## src/rtl/branch_sequencer_if.sv

```systemverilog
// Handshake and datapath-strobe bundle between decoder, sequencer and datapath.
// CNT_W sizes the debug statistics counters carried on the bundle.
interface branch_sequencer_if #(
    parameter int CNT_W = 16
);
    logic             start;
    logic [1:0]       c2;
    logic             con;
    logic             busy;
    logic             done;
    logic             taken;
    logic [1:0]       c2_q;
    logic             con_in;
    logic             gra;
    logic             r_out;
    logic             pc_out;
    logic             y_in;
    logic             c_out;
    logic             alu_add;
    logic             z_in;
    logic             zlo_out;
    logic             pc_in;
    logic [CNT_W-1:0] branch_count;
    logic [CNT_W-1:0] taken_count;

    modport master (
        output start, c2, con,
        input  busy, done, taken, c2_q,
        input  con_in, gra, r_out, pc_out, y_in,
        input  c_out, alu_add, z_in, zlo_out, pc_in,
        input  branch_count, taken_count
    );

    modport slave (
        input  start, c2, con,
        output busy, done, taken, c2_q,
        output con_in, gra, r_out, pc_out, y_in,
        output c_out, alu_add, z_in, zlo_out, pc_in,
        output branch_count, taken_count
    );
endinterface

```

## src/rtl/branch_sequencer.sv

```systemverilog
// Conditional-branch control slice: COND -> PCY -> ADDC -> UPD strobe sequence.
// Optional BRANCH_FAST_NOT_TAKEN_EN retires not-taken branches early in PCY.
module branch_sequencer #(
    parameter int CNT_W = 16
) (
    input logic              clk,
    input logic              reset_n,
    branch_sequencer_if.slave bus
);
    typedef enum logic [2:0] {
        S_IDLE,
        S_COND,
        S_PCY,
        S_ADDC,
        S_UPD
    } state_t;

    state_t           r_state;
    logic             r_busy;
    logic             r_done;
    logic             r_taken;
    logic [1:0]       r_c2q;
    logic             r_conin;
    logic             r_gra;
    logic             r_rout;
    logic             r_pcout;
    logic             r_yin;
    logic             r_cout;
    logic             r_add;
    logic             r_zin;
    logic             r_zlo;
    logic [CNT_W-1:0] r_bcnt;
    logic [CNT_W-1:0] r_tcnt;

    function automatic logic [CNT_W-1:0] sat_inc(
        input logic [CNT_W-1:0] v
    );
        return (&v) ? v : v + 1'b1;
    endfunction

    // Sequencer: strobe flops are loaded with the decode of the next state,
    // so each strobe is high exactly while the FSM sits in its state.
    always_ff @(posedge clk) begin
        if (!reset_n) begin
            r_state <= S_IDLE;
            r_busy  <= 1'b0;
            r_done  <= 1'b0;
            r_taken <= 1'b0;
            r_c2q   <= 2'b00;
            r_conin <= 1'b0;
            r_gra   <= 1'b0;
            r_rout  <= 1'b0;
            r_pcout <= 1'b0;
            r_yin   <= 1'b0;
            r_cout  <= 1'b0;
            r_add   <= 1'b0;
            r_zin   <= 1'b0;
            r_zlo   <= 1'b0;
            r_bcnt  <= '0;
            r_tcnt  <= '0;
        end else begin
            r_done  <= 1'b0;
            r_conin <= 1'b0;
            r_gra   <= 1'b0;
            r_rout  <= 1'b0;
            r_pcout <= 1'b0;
            r_yin   <= 1'b0;
            r_cout  <= 1'b0;
            r_add   <= 1'b0;
            r_zin   <= 1'b0;
            r_zlo   <= 1'b0;
            unique case (r_state)
                S_IDLE: begin
                    if (bus.start) begin
                        r_c2q   <= bus.c2;
                        r_state <= S_COND;
                        r_busy  <= 1'b1;
                        r_gra   <= 1'b1;
                        r_rout  <= 1'b1;
                        r_conin <= 1'b1;
                    end
                end
                S_COND: begin
                    r_state <= S_PCY;
                    r_pcout <= 1'b1;
                    r_yin   <= 1'b1;
                end
                S_PCY: begin
`ifdef BRANCH_FAST_NOT_TAKEN_EN
                    if (!bus.con) begin
                        r_state <= S_IDLE;
                        r_busy  <= 1'b0;
                        r_taken <= 1'b0;
                        r_bcnt  <= sat_inc(r_bcnt);
                    end else begin
                        r_state <= S_ADDC;
                        r_cout  <= 1'b1;
                        r_add   <= 1'b1;
                        r_zin   <= 1'b1;
                    end
`else
                    r_state <= S_ADDC;
                    r_cout  <= 1'b1;
                    r_add   <= 1'b1;
                    r_zin   <= 1'b1;
`endif
                end
                S_ADDC: begin
                    r_state <= S_UPD;
                    r_zlo   <= 1'b1;
                    r_done  <= 1'b1;
                end
                S_UPD: begin
                    r_state <= S_IDLE;
                    r_busy  <= 1'b0;
                    r_taken <= bus.con;
                    r_bcnt  <= sat_inc(r_bcnt);
                    if (bus.con) begin
                        r_tcnt <= sat_inc(r_tcnt);
                    end
                end
                default: begin
                    r_state <= S_IDLE;
                    r_busy  <= 1'b0;
                end
            endcase
        end
    end

    assign bus.busy         = r_busy;
    assign bus.taken        = r_taken;
    assign bus.c2_q         = r_c2q;
    assign bus.con_in       = r_conin;
    assign bus.gra          = r_gra;
    assign bus.r_out        = r_rout;
    assign bus.c_out        = r_cout;
    assign bus.alu_add      = r_add;
    assign bus.z_in         = r_zin;
    assign bus.zlo_out      = r_zlo;
    assign bus.pc_in        = r_zlo & bus.con;
    assign bus.branch_count = r_bcnt;
    assign bus.taken_count  = r_tcnt;

`ifdef BRANCH_FAST_NOT_TAKEN_EN
    assign bus.pc_out = r_pcout & bus.con;
    assign bus.y_in   = r_yin & bus.con;
    assign bus.done   = r_done | (r_pcout & ~bus.con);
`else
    assign bus.pc_out = r_pcout;
    assign bus.y_in   = r_yin;
    assign bus.done   = r_done;
`endif

endmodule

```

## src/flat_wrapper.sv

```systemverilog
// flat-port wrapper written by rule: the top's interface ports become plain ports
module branch_sequencer_flat 
#(
    parameter int CNT_W = 16
)
  (clk, reset_n, bus_start, bus_c2, bus_con, bus_busy, bus_done, bus_taken, bus_c2_q, bus_con_in, bus_gra, bus_r_out, bus_pc_out, bus_y_in, bus_c_out, bus_alu_add, bus_z_in, bus_zlo_out, bus_pc_in, bus_branch_count, bus_taken_count);
  branch_sequencer_if #(.CNT_W(CNT_W)) bus_i ();
  input logic clk;
  input logic reset_n;
  input wire logic [$bits(bus_i.start)-1:0] bus_start;
  input wire logic [$bits(bus_i.c2)-1:0] bus_c2;
  input wire logic [$bits(bus_i.con)-1:0] bus_con;
  output wire logic [$bits(bus_i.busy)-1:0] bus_busy;
  output wire logic [$bits(bus_i.done)-1:0] bus_done;
  output wire logic [$bits(bus_i.taken)-1:0] bus_taken;
  output wire logic [$bits(bus_i.c2_q)-1:0] bus_c2_q;
  output wire logic [$bits(bus_i.con_in)-1:0] bus_con_in;
  output wire logic [$bits(bus_i.gra)-1:0] bus_gra;
  output wire logic [$bits(bus_i.r_out)-1:0] bus_r_out;
  output wire logic [$bits(bus_i.pc_out)-1:0] bus_pc_out;
  output wire logic [$bits(bus_i.y_in)-1:0] bus_y_in;
  output wire logic [$bits(bus_i.c_out)-1:0] bus_c_out;
  output wire logic [$bits(bus_i.alu_add)-1:0] bus_alu_add;
  output wire logic [$bits(bus_i.z_in)-1:0] bus_z_in;
  output wire logic [$bits(bus_i.zlo_out)-1:0] bus_zlo_out;
  output wire logic [$bits(bus_i.pc_in)-1:0] bus_pc_in;
  output wire logic [$bits(bus_i.branch_count)-1:0] bus_branch_count;
  output wire logic [$bits(bus_i.taken_count)-1:0] bus_taken_count;
  assign bus_i.start = bus_start;
  assign bus_i.c2 = bus_c2;
  assign bus_i.con = bus_con;
  assign bus_busy = bus_i.busy;
  assign bus_done = bus_i.done;
  assign bus_taken = bus_i.taken;
  assign bus_c2_q = bus_i.c2_q;
  assign bus_con_in = bus_i.con_in;
  assign bus_gra = bus_i.gra;
  assign bus_r_out = bus_i.r_out;
  assign bus_pc_out = bus_i.pc_out;
  assign bus_y_in = bus_i.y_in;
  assign bus_c_out = bus_i.c_out;
  assign bus_alu_add = bus_i.alu_add;
  assign bus_z_in = bus_i.z_in;
  assign bus_zlo_out = bus_i.zlo_out;
  assign bus_pc_in = bus_i.pc_in;
  assign bus_branch_count = bus_i.branch_count;
  assign bus_taken_count = bus_i.taken_count;
  branch_sequencer #(.CNT_W(CNT_W)) u_core (.clk(clk), .reset_n(reset_n), .bus(bus_i));
endmodule
```

## config.mk

```make
export PLATFORM = sky130hd
export DESIGN_NAME = branch_sequencer_flat
export DESIGN_NICKNAME = d
export VERILOG_FILES = /design/src/rtl/branch_sequencer_if.sv /design/src/rtl/branch_sequencer.sv /design/src/flat_wrapper.sv
export SDC_FILE = /design/constraint.sdc
export NUM_CORES = 1
export LEC_CHECK = 0
export ABC_AREA = 1
export ABC_CLOCK_PERIOD_IN_PS = 1300
export BUFFER_PORTS_ARGS = -buffer_cell sky130_fd_sc_hd__buf_2
export CORE_UTILIZATION = 30
export DETAILED_ROUTE_END_ITERATION = 7
export PLACE_DENSITY = 0.58
export SLEW_MARGIN = 20
export SYNTH_ARGS = -nofsm -noshare
export SYNTH_HDL_FRONTEND = slang
export SYNTH_SLANG_ARGS = --single-unit
export TNS_END_PERCENT = 100
```

## constraint.sdc

```tcl
create_clock -name clk -period 1.3 [get_ports clk]
set_clock_uncertainty 0.05 [all_clocks]
set_input_delay 0.26 -clock clk [delete_from_list [all_inputs] [get_ports clk]]
set_output_delay 0.26 -clock clk [all_outputs]
set_load 0.02 [all_outputs]
```

==> out/metrics.yaml <==
run_status:
  outcome: "complete, but fails checks"
  violations: "negative setup slack"
critical_path:
  cpPeakStageDelay_ns: 0.37
  worstPathCellList: "ha_4 -> inv_2 -> nor2_4 -> nand2_4 -> nor2_8 -> buf_12 -> nor2_2 -> nand2_1 -> nand2_1 -> nor2_1"
  slowest_stage: "dfxtp_4"
  path_max_fanout: 5
  arrival_ns: 1.58
  path_buf_inv: 2
  crit_path_start_kind: "flip-flop"
  path_delay_family: "simple AND/OR/NAND/NOR gates"
  critPathRequiredTime_ns: 1.49
  cp_common_cell: "nand2_1"
  worstSetupPathType: "reg2reg"
  endpoint_kind: "flip-flop"
yosys:
  syn_area_mm2: 0.00227
  synth_edf_count: 0
  synth_nets: 338
  yosysTopAreaCell: "dfxtp_1"
  synth-seq-cells: 43
  yosysTopAreaCellShare: 0.380
  syn_avg_cell_area_um2: 6.87
  async_reset_ff_frac: 0
  synthDistinctLibCells: 29
  syn-instance-count: 330
  synthFlopType: "dfxtp_1"
  synth_commonest_cells: "85 x nand2_1, 64 x nor2_1, 43 x dfxtp_1"
  yosys.cell_count.top_type: "nand2_1"
  synth_warnings: 0
  seq_area_frac_synth: 0.380
  synthTopCellsByArea: "dfxtp_1 38%, nand2_1 14%, nor2_1 11%, nand3_1 5.3%, a21oi_1 4.6%"
clock_tree:
  clockRootBuffer: "clkbuf_8"
  clk-insertion-delay-late_ns: 0.30
  cts-buffers-inserted: 5
  cts_max_path_buffers: 2
  clock_sinks: 43
  cts_tree: "yes"
  cts_max_level: 2
  path_clk_slew_ns: 0.09
timing:
  clock.fmax_mhz: 717
  hold_viol_final: 0
  whs_ns: 0.166
  finalSetupViolations: 30
  rsz0062_at_grt: "true"
  finalCriticalPeriod_ns: 1.40
  worstMarginPinSlew_ns: 0.379
  setup_ws_ns: -0.0954
  period_share: 1.07
  setup_tns_ns: -1.60
  final_max_slew_viol_count: 0
  slew_headroom: 0.745
hold_path:
  hold_class: "in2reg"
detailed_routing:
  vias: 2427
  first_pass_iters: 4
  via_per_inst: 4.45
  drt-total-wl_um: 6190
  avgRoutedWirePerCell_um: 11.3
  ant_nets: 0
  initialDrtViolationCount: 57
  drc: 0
grt:
  grt-ovfl-total: 0
  grt_antenna_before_repair: 0
  grt_pass1_vias: 2225
  track_usage: 0.166
  grt_pass1_wl_um: 10200
  grt_max_degree: 21
layout:
  nNetsFinal: 454
  syn_to_final_growth_pct: 61.8
  drive_gt1_frac: 0.575
  multiInputGateArea_mm2: 0.00158
  finalInstanceArea_mm2: 0.00367
  antenna_cells: 0
  instances_no_fill: 546
  regArea_um2: 927
  finalCoreUtilization: 0.503
  fillers: 765
floorplanning:
  rows: 31
  die_height_um: 88.9
  coreArea_mm2: 0.00729
  io_pins: 53
  initial_core_util: 0.311
  fp.dieArea_mm2: 0.00790
  die_x_um: 88.9
placed_design:
  routabilityCongestion: 0.792
  place_area_mm2: 0.00302
  dpl.hpwl_um: 4180
  place_ws_ns: -0.122
  port_buffers: 52
  dpl.cell_count: 517
pwr:
  p_per_area_mw_per_mm2: 679
  finalPower_mw: 2.49
  irDropWorstVdd_mv: 0.359
  p_leak_nw: 1.64
job:
  cap_violations: 0
placed cells by master (no fill, tap or decap), types with 14 or more instances in the layout:
cell type,Yosys,final
a21oi_2,0,14
buf_2,2,46
buf_4,6,61
dfxtp_2,0,26
inv_1,27,23
nand2_1,85,78
nand3_2,6,16
nor2_1,64,51
nor2_2,11,16
nor2_4,6,14
flip-flops by register name (all words and copies together), names as in the netlist:
name	flops
u_core.bus.con_in	1
u_core.bus.taken	1
u_core.bus.c2_q	2
u_core.bus.pc_out	1
u_core.bus.taken_count	16
u_core.r_state	3
u_core.bus.done	1
u_core.bus.busy	1
u_core.bus.c_out	1
u_core.bus.branch_count	16
per-layer routing:
layer / part of all wire / routed length (µm) / vias to the layer above / global-route usage
li1: - / - / 1272 / -
met1: 0.45 / 2780 / 1113 / 0.207
met2: 0.51 / 3140 / 36 / 0.286
met3: 0.035 / 219 / 6 / 0.0369
met4: 0.0087 / 54 / 0 / 0.0528
met5: 0 / 0 / - / 0
power by group:
group / internal, mW / leakage, nW / switching, mW
Combinational: 0.115 / 1.23 / 0.151
Sequential: 1.32 / 0.368 / 0.0165
Clock: 0.376 / 0.0445 / 0.506
layout make-up:
| class | count | share of cell area |
|---|---|---|
| repair buffers | 118 | 0.224 |
| clock inverters | 3 | 0.00512 |
| well taps | 99 | 0.0338 |
| clock buffers | 5 | 0.0188 |
| flip-flops and latches | 43 | 0.253 |
| inverters | 30 | 0.0355 |
| multi-input cells | 248 | 0.430 |
repair_timing:
action	4_1_cts	5_1_grt
hold buffers	0	0
cloned	3	0
gates resized for setup	39	59
setup buffers	12	9
pin swaps	16	25
setup endpoints to repair	31	39
cells by family (layout without fill, tap and decap cells):
| group | Yosys count | after routing | synth area share |
|---|---|---|---|
| simple gates | 217 | 220 | 0.456 |
| xor+xnor | 1 | 1 | 0.00387 |
| fa+ha+maj | 2 | 2 | 0.0110 |
| flops | 43 | 43 | 0.380 |
| compound gates | 25 | 25 | 0.0563 |
| buf+inv | 42 | 156 | 0.0928 |
final timing paths:
path / startpoint / end / slack (ns) / depth (start not counted)
hold reg to reg: u_core.bus.c2_q[1] / u_core.bus.c2_q[1] / 0.40 / 2
setup / recovery: u_core.bus.branch_count[1] / u_core.bus.branch_count[6] / -0.1 / 10
hold / removal: bus_c2[0] / u_core.bus.c2_q[0] / 0.17 / 3
setup reg to reg: u_core.bus.branch_count[1] / u_core.bus.branch_count[6] / -0.1 / 10
worst register-to-register path, cell delays in order, from the launching register on:
cell and delay, ns:
dfxtp_4 0.37, ha_4 0.14, inv_2 0.04, nor2_4 0.13
nand2_4 0.10, nor2_8 0.14, buf_12 0.14, nor2_2 0.04
nand2_1 0.05, nand2_1 0.05, nor2_1 0.09
(Power assumes the default switching activity.)
